==> config.mk <==
export PLATFORM = sky130hd
export DESIGN_NAME = sram_bus_slave_flat
export DESIGN_NICKNAME = d
export VERILOG_FILES = /design/src/rtl/sram_bus_slave_pkg.sv /design/src/rtl/bus_if.sv /design/src/rtl/sram_bus_slave.sv /design/src/flat_wrapper.sv
export SDC_FILE = /design/constraint.sdc
export NUM_CORES = 1
export LEC_CHECK = 0
export BUFFER_PORTS_ARGS = -buffer_cell sky130_fd_sc_hd__buf_2
export CELL_PAD_IN_SITES_DETAIL_PLACEMENT = 1
export CELL_PAD_IN_SITES_GLOBAL_PLACEMENT = 2
export CORE_MARGIN = 2
export CORE_UTILIZATION = 31
export CTS_BUF_LIST = sky130_fd_sc_hd__clkbuf_8 sky130_fd_sc_hd__clkbuf_16
export CTS_CLUSTER_SIZE = 14
export DETAILED_ROUTE_END_ITERATION = 10
export GPL_TIMING_DRIVEN = 0
export HOLD_SLACK_MARGIN = 0.12
export PLACE_DENSITY_LB_ADDON = 0.1
export SYNTH_ARGS = -nofsm -noshare
export SYNTH_HDL_FRONTEND = slang
export SYNTH_SLANG_ARGS = --single-unit
==> constraint.sdc <==
create_clock -name clk -period 5.6 [get_ports clk]
set_input_delay 0.28 -clock clk [delete_from_list [all_inputs] [get_ports clk]]
set_output_delay 0.28 -clock clk [all_outputs]
set_load 0.01 [all_outputs]
==> src/rtl/sram_bus_slave_pkg.sv <==
// rtl/sram_bus_slave_pkg.sv - shared types and constants for the SRAM bus responder
package sram_bus_slave_pkg;

   typedef logic        Bit_t;
   typedef logic [31:0] Word_t;

   localparam Word_t ZERO_WORD         = 32'h0000_0000;
   localparam int    SRAM_WAIT_DEFAULT = 2;

   typedef logic [1:0] SramState_t;
   localparam SramState_t SRAM_IDLE   = 2'd0;
   localparam SramState_t SRAM_ACCESS = 2'd1;
   localparam SramState_t SRAM_DONE   = 2'd2;

endpackage

==> src/rtl/bus_if.sv <==
// rtl/bus_if.sv - word request/stall bus between a master stage and a memory responder
interface Bus_if;
   logic        read;
   logic        write;
   logic [31:0] address;
   logic [31:0] data_wr;
   logic [3:0]  mask;
   logic        stall;
   logic [31:0] data_rd;

   modport master (output read, write, address, data_wr, mask, input stall, data_rd);
   modport slave  (input read, write, address, data_wr, mask, output stall, data_rd);
endinterface

==> src/rtl/sram_bus_slave.sv <==
// rtl/sram_bus_slave.sv - Bus_if responder driving an async SRAM with fixed wait states
module sram_bus_slave
   import sram_bus_slave_pkg::*;
#(
   parameter int WAIT_CYCLES = SRAM_WAIT_DEFAULT,
   parameter int ADDR_W      = 20
) (
   input  logic              clk,
   input  logic              rst_n,
   Bus_if.slave              bus,
   output logic [ADDR_W-1:0] sram_addr,
   output logic [31:0]       sram_dq_o,
   input  logic [31:0]       sram_dq_i,
   output logic              sram_dq_oe,
   output logic              sram_ce_n,
   output logic              sram_oe_n,
   output logic              sram_we_n,
   output logic [3:0]        sram_be_n
);

   if (WAIT_CYCLES < 1 || WAIT_CYCLES > 15) begin : g_bad_wait
      $error("sram_bus_slave: WAIT_CYCLES must be within 1..15");
   end

   localparam logic [3:0] CNT_INIT = 4'(WAIT_CYCLES - 1);

   SramState_t        state_q, state_d;
   logic [3:0]        cnt_q, cnt_d;
   logic [ADDR_W-1:0] addr_q, addr_d;
   logic [3:0]        be_n_q, be_n_d;
   Word_t             wdata_q, wdata_d;
   Word_t             rdata_q, rdata_d;
   Bit_t              is_wr_q, is_wr_d;

   logic req;
   logic in_access;

   assign req       = bus.read | bus.write;
   assign in_access = (state_q == SRAM_ACCESS);

   always_comb begin
      state_d = state_q;
      cnt_d   = cnt_q;
      addr_d  = addr_q;
      be_n_d  = be_n_q;
      wdata_d = wdata_q;
      rdata_d = rdata_q;
      is_wr_d = is_wr_q;
      case (state_q)
         SRAM_IDLE: begin
            if (req) begin
               addr_d  = bus.address[ADDR_W+1:2];
               be_n_d  = ~bus.mask;
               wdata_d = bus.data_wr;
               is_wr_d = bus.write;
               cnt_d   = CNT_INIT;
               state_d = SRAM_ACCESS;
            end
         end
         SRAM_ACCESS: begin
            if (cnt_q == 4'd0) begin
               if (!is_wr_q) rdata_d = sram_dq_i;
               state_d = SRAM_DONE;
            end else begin
               cnt_d = cnt_q - 4'd1;
            end
         end
         SRAM_DONE: state_d = SRAM_IDLE;
         default:   state_d = SRAM_IDLE;
      endcase
   end

   always_ff @(posedge clk or negedge rst_n) begin
      if (!rst_n) begin
         state_q <= SRAM_IDLE;
         cnt_q   <= 4'd0;
         addr_q  <= '0;
         be_n_q  <= 4'hF;
         wdata_q <= ZERO_WORD;
         rdata_q <= ZERO_WORD;
         is_wr_q <= 1'b0;
      end else begin
         state_q <= state_d;
         cnt_q   <= cnt_d;
         addr_q  <= addr_d;
         be_n_q  <= be_n_d;
         wdata_q <= wdata_d;
         rdata_q <= rdata_d;
         is_wr_q <= is_wr_d;
      end
   end

   // Strobes decode straight from the state register so an async reset drops them at once.
   assign sram_ce_n  = ~in_access;
   assign sram_oe_n  = ~(in_access & ~is_wr_q);
   assign sram_we_n  = ~(in_access & is_wr_q);
   assign sram_dq_oe = in_access & is_wr_q;
   assign sram_addr  = addr_q;
   assign sram_be_n  = be_n_q;
   assign sram_dq_o  = wdata_q;

   assign bus.stall   = ((state_q == SRAM_IDLE) & req) | in_access;
   assign bus.data_rd = ((state_q == SRAM_DONE) && !is_wr_q) ? rdata_q : ZERO_WORD;

endmodule

==> src/flat_wrapper.sv <==
// flat-port wrapper written by rule: the top's interface ports become plain ports
module sram_bus_slave_flat import sram_bus_slave_pkg::*;
#(
   parameter int WAIT_CYCLES = SRAM_WAIT_DEFAULT,
   parameter int ADDR_W      = 20
)
  (clk, rst_n, sram_addr, sram_dq_o, sram_dq_i, sram_dq_oe, sram_ce_n, sram_oe_n, sram_we_n, sram_be_n, bus_read, bus_write, bus_address, bus_data_wr, bus_mask, bus_stall, bus_data_rd);
  Bus_if bus_i ();
  input  logic clk;
  input  logic rst_n;
  output logic [ADDR_W-1:0] sram_addr;
  output logic [31:0] sram_dq_o;
  input  logic [31:0] sram_dq_i;
  output logic sram_dq_oe;
  output logic sram_ce_n;
  output logic sram_oe_n;
  output logic sram_we_n;
  output logic [3:0] sram_be_n;
  input wire logic [$bits(bus_i.read)-1:0] bus_read;
  input wire logic [$bits(bus_i.write)-1:0] bus_write;
  input wire logic [$bits(bus_i.address)-1:0] bus_address;
  input wire logic [$bits(bus_i.data_wr)-1:0] bus_data_wr;
  input wire logic [$bits(bus_i.mask)-1:0] bus_mask;
  output wire logic [$bits(bus_i.stall)-1:0] bus_stall;
  output wire logic [$bits(bus_i.data_rd)-1:0] bus_data_rd;
  assign bus_i.read = bus_read;
  assign bus_i.write = bus_write;
  assign bus_i.address = bus_address;
  assign bus_i.data_wr = bus_data_wr;
  assign bus_i.mask = bus_mask;
  assign bus_stall = bus_i.stall;
  assign bus_data_rd = bus_i.data_rd;
  sram_bus_slave #(.WAIT_CYCLES(WAIT_CYCLES), .ADDR_W(ADDR_W)) u_core (.clk(clk), .rst_n(rst_n), .bus(bus_i), .sram_addr(sram_addr), .sram_dq_o(sram_dq_o), .sram_dq_i(sram_dq_i), .sram_dq_oe(sram_dq_oe), .sram_ce_n(sram_ce_n), .sram_oe_n(sram_oe_n), .sram_we_n(sram_we_n), .sram_be_n(sram_be_n));
endmodule
==> summary.md <==
| Metric | Value |
|---|---|
| Status | finished, final reports clean |
| Syn Area/Cell | around 15 um2 |
| Ratio of cells with drive above 1 in the final layout | 63.4% |
| Worst Hold End | u_core.rdata_q[31] |
| Yosys reg bits | 95 |
| Later-pin clock latency in the skew report | about 0.34 ns |
| Post-synth EDFFs | 0 |
| Tot GR Track Use | between 10 and 15% |
| R2r endpoint | u_core.rdata_q[10] |
| PD cells | approximately 550 mW/mm2 |
| Fmax | approximately 430 MHz |
| Final period utilization | between 40% and 50% |
| VDD IR max | around 210 uV |
| Number of buffers added on ports | 184 |
| Initial detailed-routing violation count | 57 |
| Post-DRT Antenna Nets | 0 |
| Sequential area share after synthesis | 59.5% |
| Design area | around 0.0055 mm2 |
| Via/cell ratio | roughly 4.4 |
| P_int | a little over 2 mW |
| Tot Pwr | approximately 3 mW |
| Placement Rows | 41 |
| Largest cells by area after synthesis | dfrtp_1 57%, mux2_2 15%, mux2_4 11% |
| Yosys top cell area share | roughly 57% |
| Final hold slack | 0.154 ns |
| P&R area growth vs syn | 37.3% |
| Number of cells after detailed placement | approximately 620 |
| CTS H-tree lvls | 3 |
| Worst Setup Start Kind | flip-flop |
| Final Hold Fails | 0 |
| Distinct cell type count after synthesis | 29 |
| Die area | between 0.01 and 0.015 mm2 |
| Ys async rst share | 100% |
| Max Cap Violations | 0 |
| Number of global-route vias before repair | approximately 3200 |
| Worst reg2reg path depth | 7 |
| Antenna cell count | 0 |
| Initial Util | a little under a third |
| Psw | slightly below 1 mW |
| Hold buffers post-CTS | 5 |
| Comb pwr share | roughly 40% |
| Worst EP required | between 5 and 6 ns |
| Clock Power Share | between 10% and 20% |
| Largest net degree at the start of global routing | 68 |
| Synth Cell Area | between 0.004 and 0.005 mm2 |
| Syn Nets | around 370 |
| Crit path DAT | ~2.1 ns |
| Switching share of total power | approximately a third |
| Leakage | 2.85 nW |
| HP Class | input port to flip-flop |
| Flop-to-flop setup slack | 3.41 ns |
| Area of placed instances | approximately 0.0052 mm2 |
| Count leader, synth | dfrtp_1 |
| Top FF cell, synth | dfrtp_1 |
| Final WL | around 9900 um |
| Drt pass-1 iters | 3 |
| Sequential share of power | approximately two fifths |
| Worst Hold Depth | 2 |
| Clk sinks | 95 |
| Total grt overflow | 0 |
| Post-route DRC | 0 |
| RSZ-0062 raised after global routing | false |
| Final setup fails | 0 |
| PnR worst setup slack | 3.26 ns |
| Die Ht | roughly 120 um |
| Synth top cells by count | 91 x dfrtp_1, 54 x mux2_2, 32 x and2_1 |
| Via Count | about 2900 |
| Final Util | between 40% and 50% |
| Initial antenna violation count | 0 |
| Synth Instances | between 200 and 300 |
| Layout Skew | just under 0.008 ns |
| First-pass GRT wire length | ~16000 um |
| Max Buffers Root-to-Sink | 2 |
| Crit. End Element | output pin |
| RD Place Congestion | between 0.6 and 0.7 |
| Worst Setup Path Type | flip-flop to output pin |
| Crit Path Max Fanout | 10 |
| Slew Viols, Final | 0 |
| # nets final | about 570 |
| Worst r2r src | u_core.cnt_q[0] |
| Drt wl/cell | between 15 and 20 um |
| Setup Slack @ Placement | between 3 and 4 ns |
| CTS tree | done |
| Layout Cells excl Fill | approximately 650 |
| Core area | 0.0126 mm2 |
| Final min period | 2.34 ns |
| Root Buffer | clkbuf_16 |
| Setup tns final | 0 ns |
| Die Width | approximately 120 um |
| Worst Max-Slew Pin Slew | roughly 0.65 ns |
| Syn. warnings | 0 |
| Number of setup buffers added after CTS | 0 |
| Top Ports | slightly below 200 |
| Post-DP HPWL | approximately 7400 um |
| Slew Limit Headroom | a little under three fifths |
| Cts repair resizes | 0 |
| Top cell type by total area after synthesis | dfrtp_1 |
| CTS buffer count | 9 |
| Hold wc startpoint | sram_dq_i[31] |
| Clock Pin Slew Worst Setup and Hold Paths | approximately 0.060 ns |
-- worst max-delay path, cell delays in order, from the launching register on --
cell and delay (ns):
dfrtp_1 0.44, nor3b_1 0.58, clkbuf_1 0.36, and2_1 0.19
buf_2 0.14
-- cells in the final DEF (no fill, tap or decap), types with 5 or more instances in the layout --
master / instances
buf_2: 189
inv_1: 10
clkbuf_16: 9
dfrtp_1: 91
dlygate4sd3_1: 5
mux2_4: 30
mux2_2: 54
and2_1: 32
-- per-layer routing --
metal,track usage (%),vias to the layer above,wire (um),share of wire (%)
li1,-,1313,-,-
met1,17.9,1409,4260,43
met2,23.9,111,4710,48
met3,4.55,17,674,6.8
met4,7.38,0,264,2.7
met5,0,-,0,0
-- cell type report --
class | count | area, um2
tap | 172 | 215
timing repair buffer | 190 | 1000
clock inverter | 5 | 25.0
fill | 1393 | 7120
sequential | 95 | 2380
inverter | 9 | 33.8
clock buffer | 11 | 253
multi-input combinational | 150 | 1510
buffer | 13 | 78.8
-- kinds of logic after synthesis --
kind of cell,count (synthesis),synth area share [%]
flip-flops,95,59.5
multiplexers,90,28.0
AND/OR/NAND/NOR,52,7.94
buffers and inverters,22,2.81
AO/OA/AOI/OAI,6,1.06
adder cells (fa/ha/maj),2,0.625
-- registers in the layout, summed over array words and instances, names as in the netlist --
register          cells
u_core.sram_be_n      4
u_core.state_q        2
u_core.rdata_q       32
u_core.sram_addr     20
u_core.is_wr_q        1
u_core.cnt_q          4
u_core.sram_dq_o     32
-- worst max path at each step --
stage                            startpoint                  end  depth (start not counted)
after floorplan             u_core.cnt_q[0]    u_core.rdata_q[0]                          7
after global placement                rst_n  u_core.sram_addr[2]                          1
after detailed placement    u_core.cnt_q[0]   u_core.rdata_q[28]                          7
after CTS                 u_core.state_q[0]      bus_data_rd[29]                          4
after global routing      u_core.state_q[1]      bus_data_rd[15]                          4
final                     u_core.state_q[0]      bus_data_rd[29]                          4
-- power groups by stage --
| stage | Combinational, mW | Sequential [mW] | Clock (mW) |
|---|---|---|---|
| finish | 1.25 | 1.23 | 0.573 |
| detailed placement | 1.27 | 1.24 | 0 |
| floorplan | 0.733 | 1.32 | 0 |
| global placement | 1.25 | 1.22 | 0 |
| CTS | 1.28 | 1.23 | 0.601 |
| global route | 1.37 | 1.28 | 0.621 |
No activity file was read; power rests on OpenSTA's default activity.
